[src/rtl/red_pitaya_slew_pkg.sv]
// Shared definitions for the PID output slew/clamp stage: state encoding,
// register map offsets and width-dependent reset values.
package red_pitaya_slew_pkg;

    localparam int DW_DEF   = 14;
    localparam int DIVW_DEF = 16;

    typedef enum logic [1:0] {
        ST_BYPASS = 2'd0,
        ST_TRACK  = 2'd1,
        ST_HOLD   = 2'd2
    } slew_state_t;

    localparam logic [4:0] ADDR_CTRL   = 5'h00;
    localparam logic [4:0] ADDR_LO     = 5'h04;
    localparam logic [4:0] ADDR_HI     = 5'h08;
    localparam logic [4:0] ADDR_STEP   = 5'h0C;
    localparam logic [4:0] ADDR_DIV    = 5'h10;
    localparam logic [4:0] ADDR_STATUS = 5'h14;

    // Reset values as 32-bit patterns; callers keep the low dw bits.
    function automatic logic [31:0] lo_rst_val(input int dw);
        return 32'hFFFF_FFFF << (dw - 1);
    endfunction

    function automatic logic [31:0] hi_rst_val(input int dw);
        return (32'h1 << (dw - 1)) - 32'h1;
    endfunction

    function automatic logic [31:0] step_rst_val(input int dw);
        return (32'h1 << dw) - 32'h1;
    endfunction

endpackage

[src/rtl/red_pitaya_slew_core.sv]
// Combinational clamp + rate-limit datapath: next output value from the
// current output, the raw command and the limit registers.
module red_pitaya_slew_core #(
    parameter int DW = 14
) (
    input  logic signed [DW-1:0] i_dat,
    input  logic signed [DW-1:0] i_cur,
    input  logic signed [DW-1:0] i_lo,
    input  logic signed [DW-1:0] i_hi,
    input  logic        [DW-1:0] i_step,
    output logic signed [DW-1:0] o_next,
    output logic                 o_sat_hi,
    output logic                 o_sat_lo,
    output logic                 o_slewing
);

    logic signed [DW-1:0] w_tgt;
    logic signed [DW:0]   w_diff;
    logic        [DW:0]   w_abs;
    logic        [DW-1:0] w_stepped;

    assign o_sat_hi = i_dat > i_hi;
    assign o_sat_lo = i_dat < i_lo;

    // A crossed window (LO > HI) always resolves to LO.
    always_comb begin
        w_tgt = i_dat;
        if (i_lo > i_hi)
            w_tgt = i_lo;
        else if (o_sat_hi)
            w_tgt = i_hi;
        else if (o_sat_lo)
            w_tgt = i_lo;
    end

    // One extra bit so the full-scale difference cannot wrap.
    assign w_diff    = {w_tgt[DW-1], w_tgt} - {i_cur[DW-1], i_cur};
    assign w_abs     = w_diff[DW] ? -w_diff : w_diff;
    assign o_slewing = w_abs > {1'b0, i_step};

    // Only used when |diff| > STEP, so the result lies between cur and tgt.
    assign w_stepped = w_diff[DW] ? (i_cur - i_step) : (i_cur + i_step);
    assign o_next    = o_slewing ? w_stepped : w_tgt;

endmodule

[src/rtl/red_pitaya_pid_slew.sv]
// PID-to-DAC conditioning: programmable clamp window and per-tick step limit,
// with sys-bus configuration/status and a BYPASS/TRACK/HOLD mode machine.
module red_pitaya_pid_slew
    import red_pitaya_slew_pkg::*;
#(
    parameter int DW   = DW_DEF,
    parameter int DIVW = DIVW_DEF
) (
    input  logic                 clk_i,
    input  logic                 rst_i,
    input  logic signed [DW-1:0] dat_i,
    output logic signed [DW-1:0] dat_o,
    input  logic [31:0]          sys_addr,
    input  logic [31:0]          sys_wdata,
    input  logic                 sys_wen,
    input  logic                 sys_ren,
    output logic [31:0]          sys_rdata,
    output logic                 sys_err,
    output logic                 sys_ack
);

    localparam logic [31:0] LO_RST32   = lo_rst_val(DW);
    localparam logic [31:0] HI_RST32   = hi_rst_val(DW);
    localparam logic [31:0] STEP_RST32 = step_rst_val(DW);

    logic                 r_enable;
    logic                 r_hold;
    logic signed [DW-1:0] r_lo;
    logic signed [DW-1:0] r_hi;
    logic        [DW-1:0] r_step;
    logic      [DIVW-1:0] r_div;
    logic      [DIVW-1:0] r_cnt;
    slew_state_t          r_state;
    logic signed [DW-1:0] r_dat;
    logic                 r_sat_hi;
    logic                 r_sat_lo;
    logic                 r_slewing;
    logic                 r_ack;
    logic [31:0]          r_rdata;

    logic [4:0]           w_addr;
    logic                 w_tick;
    logic                 w_track_tick;
    logic                 w_wr_ctrl;
    logic                 w_wr_div;
    logic                 w_clr;
    logic [31:0]          w_rd_val;
    logic signed [DW-1:0] w_next;
    logic                 w_sat_hi;
    logic                 w_sat_lo;
    logic                 w_slewing;
    logic                 w_unused;

    assign w_addr       = sys_addr[4:0];
    assign w_tick       = (r_cnt == r_div);
    assign w_track_tick = (r_state == ST_TRACK) && w_tick;
    assign w_wr_ctrl    = sys_wen && (w_addr == ADDR_CTRL);
    assign w_wr_div     = sys_wen && (w_addr == ADDR_DIV);
    assign w_clr        = w_wr_ctrl && sys_wdata[2];
    assign w_unused     = ^{sys_addr, sys_wdata};

    red_pitaya_slew_core #(.DW(DW)) u_core (
        .i_dat     (dat_i),
        .i_cur     (r_dat),
        .i_lo      (r_lo),
        .i_hi      (r_hi),
        .i_step    (r_step),
        .o_next    (w_next),
        .o_sat_hi  (w_sat_hi),
        .o_sat_lo  (w_sat_lo),
        .o_slewing (w_slewing)
    );

    always_comb begin
        w_rd_val = '0;
        case (w_addr)
            ADDR_CTRL:   w_rd_val = {30'd0, r_hold, r_enable};
            ADDR_LO:     w_rd_val = {{(32-DW){r_lo[DW-1]}}, r_lo};
            ADDR_HI:     w_rd_val = {{(32-DW){r_hi[DW-1]}}, r_hi};
            ADDR_STEP:   w_rd_val = {{(32-DW){1'b0}}, r_step};
            ADDR_DIV:    w_rd_val = {{(32-DIVW){1'b0}}, r_div};
            ADDR_STATUS: w_rd_val = {27'd0, r_state, r_slewing, r_sat_lo, r_sat_hi};
            default:     w_rd_val = '0;
        endcase
    end

    always_ff @(posedge clk_i) begin
        if (rst_i) begin
            r_enable  <= 1'b0;
            r_hold    <= 1'b0;
            r_lo      <= LO_RST32[DW-1:0];
            r_hi      <= HI_RST32[DW-1:0];
            r_step    <= STEP_RST32[DW-1:0];
            r_div     <= '0;
            r_cnt     <= '0;
            r_state   <= ST_BYPASS;
            r_dat     <= '0;
            r_sat_hi  <= 1'b0;
            r_sat_lo  <= 1'b0;
            r_slewing <= 1'b0;
            r_ack     <= 1'b0;
            r_rdata   <= '0;
        end else begin
            r_ack   <= sys_wen | sys_ren;
            r_rdata <= sys_ren ? w_rd_val : '0;

            if (w_wr_ctrl) begin
                r_enable <= sys_wdata[0];
                r_hold   <= sys_wdata[1];
            end
            if (sys_wen && (w_addr == ADDR_LO))   r_lo   <= sys_wdata[DW-1:0];
            if (sys_wen && (w_addr == ADDR_HI))   r_hi   <= sys_wdata[DW-1:0];
            if (sys_wen && (w_addr == ADDR_STEP)) r_step <= sys_wdata[DW-1:0];
            if (w_wr_div)                         r_div  <= sys_wdata[DIVW-1:0];

            r_cnt <= (w_wr_div || w_tick) ? '0 : r_cnt + 1'b1;

            // A flag being set in the same cycle as a clear survives.
            r_sat_hi <= (r_sat_hi & ~w_clr) | (w_track_tick & w_sat_hi);
            r_sat_lo <= (r_sat_lo & ~w_clr) | (w_track_tick & w_sat_lo);
            if (w_track_tick)
                r_slewing <= w_slewing;

            case (r_state)
                ST_BYPASS: begin
                    r_dat <= dat_i;
                    if (r_enable)
                        r_state <= ST_TRACK;
                end
                ST_TRACK: begin
                    if (w_tick)
                        r_dat <= w_next;
                    if (!r_enable)
                        r_state <= ST_BYPASS;
                    else if (r_hold)
                        r_state <= ST_HOLD;
                end
                ST_HOLD: begin
                    if (!r_enable)
                        r_state <= ST_BYPASS;
                    else if (!r_hold)
                        r_state <= ST_TRACK;
                end
                default: r_state <= ST_BYPASS;
            endcase
        end
    end

    assign dat_o     = r_dat;
    assign sys_ack   = r_ack;
    assign sys_rdata = r_rdata;
    assign sys_err   = 1'b0;

endmodule

[config.mk]
export PLATFORM = sky130hd
export DESIGN_NAME = red_pitaya_pid_slew
export DESIGN_NICKNAME = d
export VERILOG_FILES = /design/src/rtl/red_pitaya_slew_pkg.sv /design/src/rtl/red_pitaya_slew_core.sv /design/src/rtl/red_pitaya_pid_slew.sv
export SDC_FILE = /design/constraint.sdc
export NUM_CORES = 1
export LEC_CHECK = 0
export ABC_AREA = 1
export ABC_CLOCK_PERIOD_IN_PS = 11600
export CAP_MARGIN = 5
export CORE_ASPECT_RATIO = 0.9
export CORE_MARGIN = 1
export CORE_UTILIZATION = 55
export DETAILED_ROUTE_END_ITERATION = 16
export PLACE_DENSITY = 0.89
export SYNTH_ARGS = -nofsm -noshare
export SYNTH_HDL_FRONTEND = slang
export SYNTH_HIERARCHICAL = 1
export SYNTH_SLANG_ARGS = --single-unit
export TNS_END_PERCENT = 30
[constraint.sdc]
create_clock -name clk_i -period 11.6 [get_ports clk_i]
set_input_delay 2.32 -clock clk_i [delete_from_list [all_inputs] [get_ports clk_i]]
set_output_delay 2.32 -clock clk_i [all_outputs]
set_load 0.01 [all_outputs]
Yosys cells after proc, flatten, opt, wreduce, memory -nomap -nowiden
Index checks and enable logic that the tools add are counted.
- order comparisons: 4
- bitwise operators: 9
- reduce and logical (&&, ||, !) cells: 15
- mux-type cells: 15
- equal/unequal tests: 12
- $add $sub $neg: 5
- operators with widths (cell ; number):
    case mux 32 bit (6 select lines) ; 1
    two-way mux 14 bit ; 6
    > comparator 14 bit ; 2
    case mux 14 bit (2 select lines) ; 1
    adder 16 x 1 -> 16 bit (second input constant) ; 1
    equality test 16 bit ; 1
    > comparator 15 x 14 -> 1 bit ; 1
    two-way mux 15 bit ; 1
    negator 15 bit ; 1
    subtractor 14 x 14 -> 15 bit ; 1
    adder 14 bit ; 1
    < comparator 14 bit ; 1
    subtractor 14 bit ; 1
    equality test 5 x 4 -> 1 bit (second input constant) ; 2
    equality test 5 bit (second input constant) ; 2
    two-way mux 2 bit ; 5
    logical AND 1 bit ; 7
    inequality test 3 bit (second input constant) ; 2
    case mux 2 bit (3 select lines) ; 1
    equality test 5 x 3 -> 1 bit (second input constant) ; 1
    logical NOT 5 bit ; 1
    bitwise AND 1 bit ; 4
    inequality test 2 bit (second input constant) ; 2
    OR reduction 2 bit ; 2
    9 further kinds ; 12
- word-level logic and storage cells: 74
- bits of input ports: 82
- register bits after elaboration: 128
- output and inout bits: 48

Logic depth before layout (Yosys ltp)
- depth in word-level cells: 11
- depth in mapped cells: 52
- depth with buffers taken out: 50

Hierarchy
Netlist, hierarchy kept.
- modules (own cells, without submodules) (module ; cells an instance ; times used ; area an instance (um2) ; sequential area each (um2)):
    red_pitaya_pid_slew ; 728 ; 1 ; 5126.2 ; 2262.2
    red_pitaya_slew_core ; 814 ; 1 ; 4455.5 ; 0.0

Least setup slack after synthesis
No wires, ideal clock.
- path kind: input -> register
- start: input dat_i[13]
- end: register r_dat[3] (netlist: dat_o[3])
- library setup time: 0.064 ns
- arrival time: 7.210 ns
- required time: 11.536 ns
- stages on the path: 48
- buffers on the path: 3
- setup slack: 4.326 ns
- cells stage by stage: ha_1 nand2_1 inv_1 nand2_1 nand2_1 a21oi_1 nand2_1 nand2_1 nand2_1 buf_2 o21ai_0 nand3_1 nand2_1 inv_1 ha_1 fa_1 inv_1 nand3_1 [12 not listed] a21oi_1 o21ai_0 nand2_1 nand2_1 nand2_1 nand3_1 nand2_1 nand2_1 nand2_1 nand2_1 nand2_1 clkbuf_1 nand3_1 nand2_1 nand2_1 nand2_1 a21oi_1 nor2_1
- longest elaborated chain between the ends: 11
- elaborated cells on any way between the ends: 13
- those cells by class: 2 x add/sub; 3 x order compare; 8 x mux
- RTL lines (item ; line ; source):
    start, declared ; red_pitaya_pid_slew.sv:11 ; input logic signed [DW-1:0] dat_i,
    < comparator 14 bit (*) ; red_pitaya_slew_core.sv:23 ; assign o_sat_lo = i_dat < i_lo;
    named net w_sat_lo ; red_pitaya_pid_slew.sv:50 ; logic w_sat_lo;
    two-way mux 14 bit (*) ; red_pitaya_slew_core.sv:32 ; else if (o_sat_lo)
    two-way mux 14 bit (*) ; red_pitaya_slew_core.sv:30 ; else if (o_sat_hi)
    two-way mux 14 bit (*) ; red_pitaya_slew_core.sv:28 ; if (i_lo > i_hi)
    subtractor 14 x 14 -> 15 bit ; red_pitaya_slew_core.sv:37 ; assign w_diff = {w_tgt[DW-1], w_tgt} - {i_cur[DW-1], i_cur};
    negator 15 bit ; red_pitaya_slew_core.sv:38 ; assign w_abs = w_diff[DW] ? -w_diff : w_diff;
    two-way mux 15 bit ; red_pitaya_slew_core.sv:38 ;
    > comparator 15 x 14 -> 1 bit ; red_pitaya_slew_core.sv:39 ; assign o_slewing = w_abs > {1'b0, i_step};
    two-way mux 14 bit (*) ; red_pitaya_slew_core.sv:43 ; assign o_next = o_slewing ? w_stepped : w_tgt;
    named net w_next[3] ; red_pitaya_pid_slew.sv:48 ; logic signed [DW-1:0] w_next;
    two-way mux 14 bit (*) ; red_pitaya_pid_slew.sv:131 ; if (w_tick)
    case mux 14 bit (2 select lines) (*) ; red_pitaya_pid_slew.sv:124 ; case (r_state)
    end signal, assigned ; red_pitaya_pid_slew.sv:126 ; r_dat <= dat_i;
    end signal, assigned ; red_pitaya_pid_slew.sv:132 ; r_dat <= w_next;
    end, declared ; red_pitaya_pid_slew.sv:34 ; logic signed [DW-1:0] r_dat;
Mark *: on every way through the listed nets, which the timed path passes. The rest lies on a longest branch. The select of a mux whose other input is x is not followed.
A chain may end at the register's enable or synchronous reset.

Worst setup path in the final report
- start: input dat_i[13]
- end: register r_dat[12] (netlist: dat_o[12])
- longest elaborated chain between the ends: 11
- elaborated cells on any way between the ends: 13
- those cells by class: 2 x add/sub; 3 x order compare; 8 x mux
- RTL lines (item ; line ; source):
    < comparator 14 bit (*) ; red_pitaya_slew_core.sv:23 ;
    named net w_sat_lo ; red_pitaya_pid_slew.sv:50 ;
    two-way mux 14 bit (*) ; red_pitaya_slew_core.sv:32 ;
    two-way mux 14 bit (*) ; red_pitaya_slew_core.sv:30 ;
    two-way mux 14 bit (*) ; red_pitaya_slew_core.sv:28 ;
    subtractor 14 x 14 -> 15 bit (*) ; red_pitaya_slew_core.sv:37 ;
    negator 15 bit ; red_pitaya_slew_core.sv:38 ;
    two-way mux 15 bit (*) ; red_pitaya_slew_core.sv:38 ;
    > comparator 15 x 14 -> 1 bit (*) ; red_pitaya_slew_core.sv:39 ;
    named net w_slewing ; red_pitaya_pid_slew.sv:51 ; logic w_slewing;
    two-way mux 14 bit (*) ; red_pitaya_slew_core.sv:43 ;
    named net w_next[12] ; red_pitaya_pid_slew.sv:48 ;
    two-way mux 14 bit (*) ; red_pitaya_pid_slew.sv:131 ;
    case mux 14 bit (2 select lines) (*) ; red_pitaya_pid_slew.sv:124 ;
Marked as above.

==> metrics.txt <==
port buffer count 85; Overall Power 0.00149 W; Comb pwr share 37.9%; die height 127 um; initial antenna violation count 0; Yosys reg bits 113; All-Layer GR Usage 32.9%; pin count of the biggest net entering global routing 58; final hold viol count 0; fraction of layout cells with a size suffix above 1 5.88%; run status completed; max cap viols 0; final period utilization 79.9%; area grow syn2layout 14.3%; Routability Congestion 0.994; Synthesized Nets 1711; Max Root-Sink Buffers 2; total CTS buffers 17; Post-Synthesis Cells 1542; DIE AREA 0.0180 mm2; largest cells by area after synthesis dfxtp_1 24%, nand2_1 17%, ha_1 11%, inv_1 8.8%, nand3_1 6.5%; clk root buf clkbuf_16; Critical Path RT 11.91 ns; nets 1756; DP Wirelength 21.9 mm; total gr overflow 0; Slowest cell on crit path nand2_1; Avg WL per Cell 15.9 um; slowest stage delay, CP 0.62 ns; Die Width 141 um; total number of vias 10300; initial DRC count 1242; EDFF count, synth 0; CP dominant cell by count nand2_1; DR DRC count 0; Pwr Density 136 mW/mm2; CTS H-Tree Depth 4; CTS Sinks 113; Critical path buffers and inverters 5; final setup fails 0; PostCTS Resize Cnt 0; internal power component 0.000903 W; WL final 29.1 mm; post-CTS setup buffer count 0; Reg clk slew, reported paths 0.06 ns; Async SR Flop Fraction 0%; # hold bufs at CTS 0; Clk pwr share 34.9%; Data arrival, critical path 9.59 ns; post-synth top area cell dfxtp_1; setup TNS 0 ns; Relative slew margins 42.0%; DR pass1 iterations 7; P_sw 0.000591 W; fmax 0.108 GHz; Inst Count DP 1803; Rows 45; VDD IR max 0.000122 V; Mapped Area 0.00958 mm2; antenna diode count 0; core area 0.0169 mm2; Worst-Skew Late Latency 0.42 ns; Synth top area share 23.6%; sw frac 39.5%; Synth Flop Type dfxtp_1; Worst Skew 0.00917 ns; sequential power share 27.2%; Worst-Margin Slew 0.869 ns; vias in the first global route 9343; Yosys warnings 6; first-pass GRT wire length 46.3 mm; Worst Setup Start Kind input pin; Fill cells 1485; filler-free cell count of the finished design 1835; Slew Viols, Final 0; Top delay family on crit path simple AND/OR/NAND/NOR gates; Cell variety after synth 50; Tmin final 9.27 ns; antenna viol nets, final 0; min-delay worst type reg -> reg; crit path capture type register; CTS tree yes; worst-path maximum fanout 18; IO Pins 130; Initial Utilization 56.5%; Vias/cell 5.60; register area share after synthesis 23.6%; Syn Area/Cell 6.21 um2; Crit Path Category in -> reg; Lkg Pwr 5.50 nW; unrepaired setup endpoints after global routing false
flip-flops by register name, indices dropped and copies added, names as in the netlist:
signal     flops
dat_o         14
r_cnt         16
r_div         16
r_enable       1
r_hi          14
r_hold         1
r_lo          14
r_sat_hi       1
r_sat_lo       1
r_slewing      1
r_state        2
r_step        14
sys_ack        1
sys_rdata     17
cells in the final DEF (no fill, tap or decap), types with 2 or more instances in the layout:
cell type,count
a211oi_1,3
a21o_1,2
a21oi_1,108
a31oi_1,4
and2_1,2
buf_4,2
clkbuf_16,17
clkdlybuf4s50_1,85
clkinv_4,3
clkinvlp_4,2
dfxtp_1,113
fa_1,2
ha_1,85
inv_1,225
inv_2,13
inv_6,7
nand2_1,442
nand2_2,21
nand2_4,2
nand3_1,124
nand3_2,9
nand3b_1,6
nand4_1,16
nor2_1,125
nor2_2,7
nor2_4,4
nor3_1,21
nor4_1,2
o211ai_1,4
o21a_1,2
o21ai_0,66
o21ai_1,4
o221ai_1,5
o22ai_1,7
o31ai_1,2
xnor2_1,8
xor2_1,34
cell usage after synthesis (all sizes together) (3+ instances only):
cell type	n
buf	46
a21oi	108
nand3	134
o211ai	4
a211oi	3
inv	238
nand4	18
a31oi	4
o21ai	70
o221ai	5
o22ai	7
xor2	34
clkbuf	15
nor3	21
nand2	465
dfxtp	113
nand3b	6
xnor2	8
ha	85
nor2	136
logic make-up (layout without fill, tap and decap cells):
family / Yosys count / in the layout / synth area share (%)
AOI/OAI and AO/OA: 212 / 212 / 11.9
adders and majority gates: 87 / 87 / 11.5
other: 1 / 1 / 0.0391
buffers and inverters: 299 / 357 / 13.2
DFF: 113 / 113 / 23.6
and+or+nand+nor: 788 / 788 / 35.8
xor gates and xnor gates: 42 / 42 / 3.84
power groups by stage:
stage	sequential, W	clock (W)	combinational, W
after floorplan	0.000412	0	0.000424
after global placement	0.000414	0	0.000532
after detailed placement	0.000415	0	0.000547
after CTS	0.000406	0.000521	0.000554
after global routing	0.000407	0.000543	0.000627
final	0.000407	0.000521	0.000567
stage by stage:
step	util [%]	hold slack [ns]	setup WS, ns	instance area [um2]
5_1_grt	64.6	0.490	1.81	11000
3_3_place_gp	61.2	0.447	2.38	10400
2_1_floorplan	-	0.429	4.33	9580
3_5_place_dp	61.2	0.452	2.15	10400
4_1_cts	64.6	0.465	2.55	11000
6_report	64.6	0.469	2.33	11000
layout make-up:
class / count / area, um2 / area share, %
clock buffers: 18 / 439 / 4.01
clock inverters: 14 / 144 / 1.31
inverters: 238 / 893 / 8.16
multi-input cells: 1130 / 6050 / 55.3
flip-flops and latches: 113 / 2260 / 20.7
well taps: 235 / 294 / 2.69
repair buffers: 87 / 866 / 7.91
per-layer routing:
metal / vias to the layer above / wire [um] / GRT usage, %
met4: 0 / 1240 / 17.6
li1: 5011 / - / -
met5: - / 0 / 0
met3: 104 / 2920 / 8.25
met2: 556 / 13000 / 51.7
met1: 4597 / 12000 / 41.6
worst paths after layout:
path | startpoint | to | slack (ns) | cells past startpoint
min reg2reg | r_hold | r_state[0] | 0.47 | 1
max | dat_i[13] | dat_o[12] | 2.33 | 45
min | r_hold | r_state[0] | 0.47 | 1
max reg2reg | r_lo[13] | dat_o[12] | 4.19 | 45
No activity file was read; power rests on OpenSTA's default activity.
